===== config.mk =====
export PLATFORM = sky130hd
export DESIGN_NAME = vga_pic_sched
export DESIGN_NICKNAME = d
export VERILOG_FILES = /design/src/rtl/vga_pic_pkg.sv /design/src/rtl/vga_pic_mover.sv /design/src/rtl/vga_pic_sched.sv
export SDC_FILE = /design/constraint.sdc
export NUM_CORES = 1
export LEC_CHECK = 0
export CAP_MARGIN = 30
export CELL_PAD_IN_SITES_DETAIL_PLACEMENT = 1
export CELL_PAD_IN_SITES_GLOBAL_PLACEMENT = 1
export CORE_MARGIN = 10
export CORE_UTILIZATION = 35
export CTS_CLUSTER_DIAMETER = 150
export CTS_CLUSTER_SIZE = 40
export DETAILED_ROUTE_END_ITERATION = 10
export PLACE_DENSITY = 0.79
export SYNTH_ARGS = -nofsm -noshare
export SYNTH_HDL_FRONTEND = slang
export SYNTH_HIERARCHICAL = 1
export SYNTH_SLANG_ARGS = --single-unit
export TNS_END_PERCENT = 5

===== constraint.sdc =====
create_clock -name vga_clk -period 3.3 [get_ports vga_clk]
set_input_delay 0.99 -clock vga_clk [delete_from_list [all_inputs] [get_ports vga_clk]]
set_output_delay 0.99 -clock vga_clk [all_outputs]
set_load 0.05 [all_outputs]

===== src/rtl/vga_pic_pkg.sv =====
// Shared types and constants for the VGA picture scheduler.
package vga_pic_pkg;

  typedef enum logic [1:0] {
    ST_WAIT   = 2'd0,
    ST_ACTIVE = 2'd1,
    ST_UPDATE = 2'd2
  } state_t;

  localparam logic [15:0] COLOR_BG     = 16'hFFFF;
  localparam logic [15:0] COLOR_BORDER = 16'hF800;

  localparam int H_VALID_DEF = 640;
  localparam int V_VALID_DEF = 480;

endpackage


===== src/rtl/vga_pic_mover.sv =====
// Picture position registers; one bounce step per update strobe.
module vga_pic_mover #(
  parameter int H_VALID = 640,
  parameter int V_VALID = 480,
  parameter int PIC_W   = 100,
  parameter int PIC_H   = 100,
  parameter int STEP    = 2
) (
  input  logic       clk,
  input  logic       rst,
  input  logic       upd,
  output logic [9:0] pic_x0,
  output logic [9:0] pic_y0
);

  localparam logic [10:0] STEP_W = 11'(STEP);

  logic        dx;
  logic        dy;
  logic [10:0] x_nxt;
  logic [10:0] y_nxt;

  // Returns {next_dir, next_pos}; 11-bit sums keep pos+size+step from wrapping.
  function automatic logic [10:0] bounce(input logic [9:0]  pos,
                                         input logic        fwd,
                                         input logic [10:0] span,
                                         input logic [10:0] size);
    logic [10:0] p;
    p = {1'b0, pos};
    if (fwd) begin
      if (p + size + STEP_W > span) return {1'b0, 10'(p - STEP_W)};
      else                          return {1'b1, 10'(p + STEP_W)};
    end else begin
      if (p < STEP_W) return {1'b1, 10'(p + STEP_W)};
      else            return {1'b0, 10'(p - STEP_W)};
    end
  endfunction

  assign x_nxt = bounce(pic_x0, dx, 11'(H_VALID), 11'(PIC_W));
  assign y_nxt = bounce(pic_y0, dy, 11'(V_VALID), 11'(PIC_H));

  always_ff @(posedge clk) begin
    if (rst) begin
      pic_x0 <= '0;
      pic_y0 <= '0;
      dx     <= 1'b1;
      dy     <= 1'b1;
    end else if (upd) begin
      dx     <= x_nxt[10];
      pic_x0 <= x_nxt[9:0];
      dy     <= y_nxt[10];
      pic_y0 <= y_nxt[9:0];
    end
  end

endmodule


===== src/rtl/vga_pic_sched.sv =====
// Picture ROM scheduler for the VGA pixel path: window hit, ROM addressing, latency alignment.
// Optional border ring enabled by defining VGA_PIC_SCHED_BORDER_EN.
module vga_pic_sched
  import vga_pic_pkg::*;
#(
  parameter int          H_VALID  = H_VALID_DEF,
  parameter int          V_VALID  = V_VALID_DEF,
  parameter int          PIC_W    = 100,
  parameter int          PIC_H    = 100,
  parameter int          ADDR_W   = 14,
  parameter int          ROM_LAT  = 2,
  parameter int          STEP     = 2,
  parameter logic [15:0] BG_COLOR = COLOR_BG
) (
  input  logic              vga_clk,
  input  logic              sys_rst,
  input  logic [9:0]        pix_x,
  input  logic [9:0]        pix_y,
  input  logic              pix_valid,
  input  logic              move_en,
  input  logic [15:0]       rom_q,
  output logic [ADDR_W-1:0] rom_addr,
  output logic              rom_rden,
  output logic [15:0]       pix_data,
  output logic [9:0]        pic_x0,
  output logic [9:0]        pic_y0
);

  localparam logic [ADDR_W-1:0] ADDR_LAST = ADDR_W'(PIC_W * PIC_H - 1);
  localparam int                STAGES    = ROM_LAT;

  function automatic logic [ADDR_W-1:0] sat_inc(input logic [ADDR_W-1:0] c);
    return (c == ADDR_LAST) ? c : c + 1'b1;
  endfunction

  state_t            state;
  state_t            state_n;
  logic              frame_start;
  logic              frame_end;
  logic              scan_en;
  logic              in_win;
  logic              upd;
  logic [10:0]       x_end;
  logic [10:0]       y_end;
  logic [ADDR_W-1:0] addr_cnt;
  logic [STAGES-1:0] vld_p;
  logic [STAGES-1:0] win_p;

  assign frame_start = pix_valid && (pix_x == '0) && (pix_y == '0);
  assign frame_end   = pix_valid && (pix_x == 10'(H_VALID - 1)) && (pix_y == 10'(V_VALID - 1));
  assign x_end       = {1'b0, pic_x0} + 11'(PIC_W - 1);
  assign y_end       = {1'b0, pic_y0} + 11'(PIC_H - 1);
  assign in_win      = scan_en && pix_valid &&
                       (pix_x >= pic_x0) && ({1'b0, pix_x} <= x_end) &&
                       (pix_y >= pic_y0) && ({1'b0, pix_y} <= y_end);
  assign upd         = (state == ST_UPDATE) && move_en;

`ifdef VGA_PIC_SCHED_BORDER_EN
  logic              brd;
  logic [STAGES-1:0] brd_p;
  assign brd = in_win && ((pix_x == pic_x0) || ({1'b0, pix_x} == x_end) ||
                          (pix_y == pic_y0) || ({1'b0, pix_y} == y_end));
`endif

  always_ff @(posedge vga_clk) begin
    if (sys_rst) state <= ST_WAIT;
    else         state <= state_n;
  end

  // Pixels seen in ST_WAIT (a partial frame after reset) never touch the counter.
  always_comb begin
    state_n = state;
    scan_en = 1'b0;
    case (state)
      ST_WAIT: begin
        scan_en = frame_start;
        if (frame_start) state_n = ST_ACTIVE;
      end
      ST_ACTIVE: begin
        scan_en = 1'b1;
        if (frame_end) state_n = ST_UPDATE;
      end
      ST_UPDATE: state_n = ST_ACTIVE;
      default:   state_n = ST_WAIT;
    endcase
  end

  vga_pic_mover #(
    .H_VALID (H_VALID),
    .V_VALID (V_VALID),
    .PIC_W   (PIC_W),
    .PIC_H   (PIC_H),
    .STEP    (STEP)
  ) u_mover (
    .clk    (vga_clk),
    .rst    (sys_rst),
    .upd    (upd),
    .pic_x0 (pic_x0),
    .pic_y0 (pic_y0)
  );

  // Stage 0: ROM address issue
  always_ff @(posedge vga_clk) begin
    if (sys_rst) begin
      addr_cnt <= '0;
      rom_addr <= '0;
      rom_rden <= 1'b0;
    end else begin
      rom_rden <= in_win;
      if (in_win) rom_addr <= addr_cnt;
      if (state == ST_UPDATE) addr_cnt <= '0;
      else if (in_win)        addr_cnt <= sat_inc(addr_cnt);
    end
  end

  // Stages 0..ROM_LAT-1 track the ROM read; final stage muxes rom_q into pix_data
  always_ff @(posedge vga_clk) begin
    if (sys_rst) begin
      vld_p    <= '0;
      win_p    <= '0;
      pix_data <= '0;
`ifdef VGA_PIC_SCHED_BORDER_EN
      brd_p    <= '0;
`endif
    end else begin
      vld_p[0] <= pix_valid;
      win_p[0] <= in_win;
`ifdef VGA_PIC_SCHED_BORDER_EN
      brd_p[0] <= brd;
`endif
      for (int i = 1; i < STAGES; i++) begin
        vld_p[i] <= vld_p[i-1];
        win_p[i] <= win_p[i-1];
`ifdef VGA_PIC_SCHED_BORDER_EN
        brd_p[i] <= brd_p[i-1];
`endif
      end
      if (!vld_p[STAGES-1])          pix_data <= '0;
`ifdef VGA_PIC_SCHED_BORDER_EN
      else if (brd_p[STAGES-1])      pix_data <= COLOR_BORDER;
`endif
      else if (win_p[STAGES-1])      pix_data <= rom_q;
      else                           pix_data <= BG_COLOR;
    end
  end

endmodule

==> impl_metrics.yaml <==
yosys:
  ys.flop_type: "dfxtp_1"
  ys_ff_latch: 70
  syn_area_sq_mm: 0.004835
  netlist.area_leader.share_pct: 28.99
  yosys-top-cells-area: "dfxtp_1, ha_1, a21oi_1, nand2_1, inv_1"
  yosys_warnings: 6
  yosysMostFrequentCell: "dfxtp_1"
  netlist_instances: 608
  synth_edf_count: 0
  synth_async_sr_flop_share_pct: 0
  synth_common_cells: "dfxtp_1, nand2_1, a21oi_1"
  synth_top_area_cell: "dfxtp_1"
  synth.distinct_cells: 70
  avgSynthCellArea_sq_um: 7.952
  yosysSeqAreaShare_pct: 28.99
routing:
  viasPerCell: 5.491
  postRouteAntennaNets: 0
  wl_per_cell_um: 18.92
  drcViolationCount: 0
  routed_wl_um: 17250
  drt_first_iter_violations: 186
  vias: 5008
  drt-pass1-iter-count: 6
worst_hold_path:
  hold_depth: 1
  hp-class: "register to register"
  worstHoldEndpoint: "vld_p[1]$_SDFF_PP0_"
  min_from: "vld_p[0]$_SDFF_PP0_"
cts:
  htree_levels: 3
  cts_buffers: 9
  ctsHoldBuffers: 0
  tritoncts: "done"
  clock-sinks: 70
  clk_path_buf_depth: 2
  insertion_delay_ps: 350
  cts_root_buf: "clkbuf_16"
  path_clk_slew_ps: 60
power_and_ir_drop:
  power-per-cell-area_mw_per_mm2: 297.1
  irDropWorstVdd_mv: 0.1641
  p_leak_nw: 2.608
  power_mw: 1.980
critical_path:
  worst_path_max_delay_cell: "clkdlybuf4s50_1"
  cp_common_cell: "a21oi_1"
  required_ps: 3570
  cp-start-kind: "input port"
  worstPathCellList: "clkdlybuf4s50_1 -> ha_1 -> a21oi_1 -> o21ai_0 -> a2111oi_1 -> a211o_1 -> nand3_4 -> buf_6 -> or3_1 -> a21oi_1"
  crit_family: "compound AO/OA/AOI/OAI gates"
  rrSetupSlack_ps: -110
  crit_fanout: 7
  cpPeakStageDelay_ps: 490
  worst-r2r-cell-count: 15
  path_buf_inv: 2
  crit_type: "input port to register"
  timing.rr.end: "addr_cnt[0]$_SDFFE_PP0P_"
  end_kind: "register"
  reg2reg_from: "u_mover/pic_y0[1]$_SDFFE_PP0P_"
  cp.arrival_ps: 3700
global_routing:
  track_usage_pct: 17.83
  antenna_found_initial: 1
  grt_pass1_vias: 5293
  grt_start_max_net_pins: 41
  grt_overflow: 0
  grt_pass1_wl_um: 27080
placement:
  hpwl_um: 13000
  gp_congestion: 0.8923
  io_buffers: 88
cells_and_area:
  drive_above_1_share_pct: 16.19
  nNetsFinal: 818
  syn2layout_area_growth_pct: 37.84
  fillers: 1612
floorplan:
  die_y_um: 137.5
  ios: 91
  core-area_sq_mm: 0.01340
  rows: 42
  die-width_um: 137.5
  dieArea_sq_mm: 0.01891
  start_util_pct: 36.08
run_status:
  status: "finished, violations left"
  violations: "setup timing"
timing:
  fin_ws_ps: -126.4
  worst_slew_pin_slew_ps: 915.7
  max_clock_freq_mhz: 291.9
  clock-skew-final_ps: 4.130
  setup_tns_ps: -442.8
  finalHoldViolCount: 0
  drv_slew: 0
  fin_crit_sh_pct: 103.8
  fin_hold_ws_ps: 447.8
  min_period_ps: 3426
  rsz0062_at_grt: "true"
  setup_violations: 9
  relSlewSlack_pct: 37.38
flow_run:
  maxCapViolCount: 0
[state kept, by name, indices dropped and copies added, names as in the netlist]
name            cells
vld_p               2
u_mover/pic_y0      9
u_mover/pic_x0      9
u_mover/dx          1
rom_addr           14
addr_cnt           14
pix_data           16
u_mover/dy          1
win_p               2
state               2
[per-layer routing]
layer,part of all wire (%),wire length [um],vias to the layer above,global-route usage (%)
met5,0,0,-,0
met4,1.8,310,0,6.616
met3,5.0,857,28,3.897
met2,51,8777,111,32.06
met1,42,7306,2450,20.07
li1,-,-,2419,-
[cell families (layout without fill, tap and decap cells)]
family | count (synthesis) | after routing | synth area share, %
muxes | 15 | 15 | 3.339
and+or+nand+nor | 221 | 222 | 24.12
other | 1 | 3 | 0.07757
adders and majority gates | 47 | 47 | 12.16
xor gates and xnor gates | 24 | 24 | 4.348
DFF | 70 | 70 | 28.99
AOI/OAI and AO/OA | 146 | 146 | 19.72
buffers and inverters | 84 | 209 | 7.246
[final cells by class]
type	instances	area, sq um	share of cell area [%]
tap	176	220.2	3.305
clock buffer	9	225.2	3.380
antenna	1	2.502	0.03755
clock inverter	6	40.04	0.6008
timing repair buffer	145	1351	20.28
multi-input combinational	456	3231	48.48
inverter	49	186.4	2.798
sequential	70	1408	21.12
[worst max path at each step]
stage / end / slack, ps / depth (start not counted) / from
2_1_floorplan: addr_cnt[3]$_SDFFE_PP0P_ / 30 / 13 / u_mover/pic_y0[3]$_SDFFE_PP0P_
3_3_place_gp: addr_cnt[13]$_SDFFE_PP0P_ / -430 / 10 / pix_y[4]
3_5_place_dp: addr_cnt[0]$_SDFFE_PP0P_ / -450 / 10 / pix_y[4]
4_1_cts: addr_cnt[8]$_SDFFE_PP0P_ / -50 / 15 / u_mover/pic_y0[1]$_SDFFE_PP0P_
5_1_grt: addr_cnt[0]$_SDFFE_PP0P_ / -280 / 15 / u_mover/pic_y0[1]$_SDFFE_PP0P_
6_report: addr_cnt[0]$_SDFFE_PP0P_ / -130 / 10 / pix_y[2]
[power by group]
group / internal [mW] / switching [mW] / total, mW
Sequential: 0.851 / 0.00169 / 0.852
Combinational: 0.106 / 0.128 / 0.234
Clock: 0.502 / 0.392 / 0.894
Total: 1.46 / 0.521 / 1.98
[placed cells by master, fill, tap and decap left out, drive strengths merged, types with 4 or more instances in the layout]
cell / netlist / layout
nand4: 12 / 12
ha: 47 / 47
nor3: 9 / 9
a2111oi: 5 / 5
a211oi: 4 / 4
xor2: 4 / 4
inv: 49 / 49
or3: 8 / 8
mux2i: 6 / 6
o31ai: 4 / 4
a21o: 4 / 4
and4: 5 / 5
nor2b: 13 / 13
clkbuf: 19 / 9
o211ai: 10 / 10
nand3: 24 / 25
o21a: 6 / 6
dlymetal6s2s: 0 / 4
a21boi: 5 / 5
nor4: 13 / 13
o21ai: 26 / 26
buf: 16 / 58
nor2: 37 / 37
xnor2: 20 / 20
or4: 11 / 11
and3: 11 / 11
mux2: 9 / 9
nand2: 62 / 62
dfxtp: 70 / 70
clkinv: 0 / 5
o2111ai: 4 / 4
a21oi: 61 / 61
clkdlybuf4s50: 0 / 82
[worst register-to-register path: stages (launching register included)]
cell and delay [ps]:
dfxtp_4 350, inv_4 50, ha_4 120, and3b_2 210, a211o_1 270, nand2_1 90, xnor2_1 70, ha_1 300
nand4_1 170, or4_1 540, o21ai_1 90, a211o_1 230, nand3_4 150, buf_6 170, or3_1 350, a21oi_1 170
[metrics by stage]
step	cells	util [%]	setup WS [ps]	cell area, sq um
after global placement	891	46.09	-434.6	6176
after floorplan	609	-	26.09	4848
after detailed placement	891	46.09	-449.4	6176
after global routing	911	49.71	-276.0	6661
after CTS	906	48.20	-53.52	6459
final	912	49.73	-126.4	6664
[what timing repair did]
item	in CTS	in global routing
resized for setup	5	40
pin swaps	2	26
setup buffers	0	4
cloned	0	1
endpoints found under the setup margin	7	28
(Power assumes the default switching activity.)
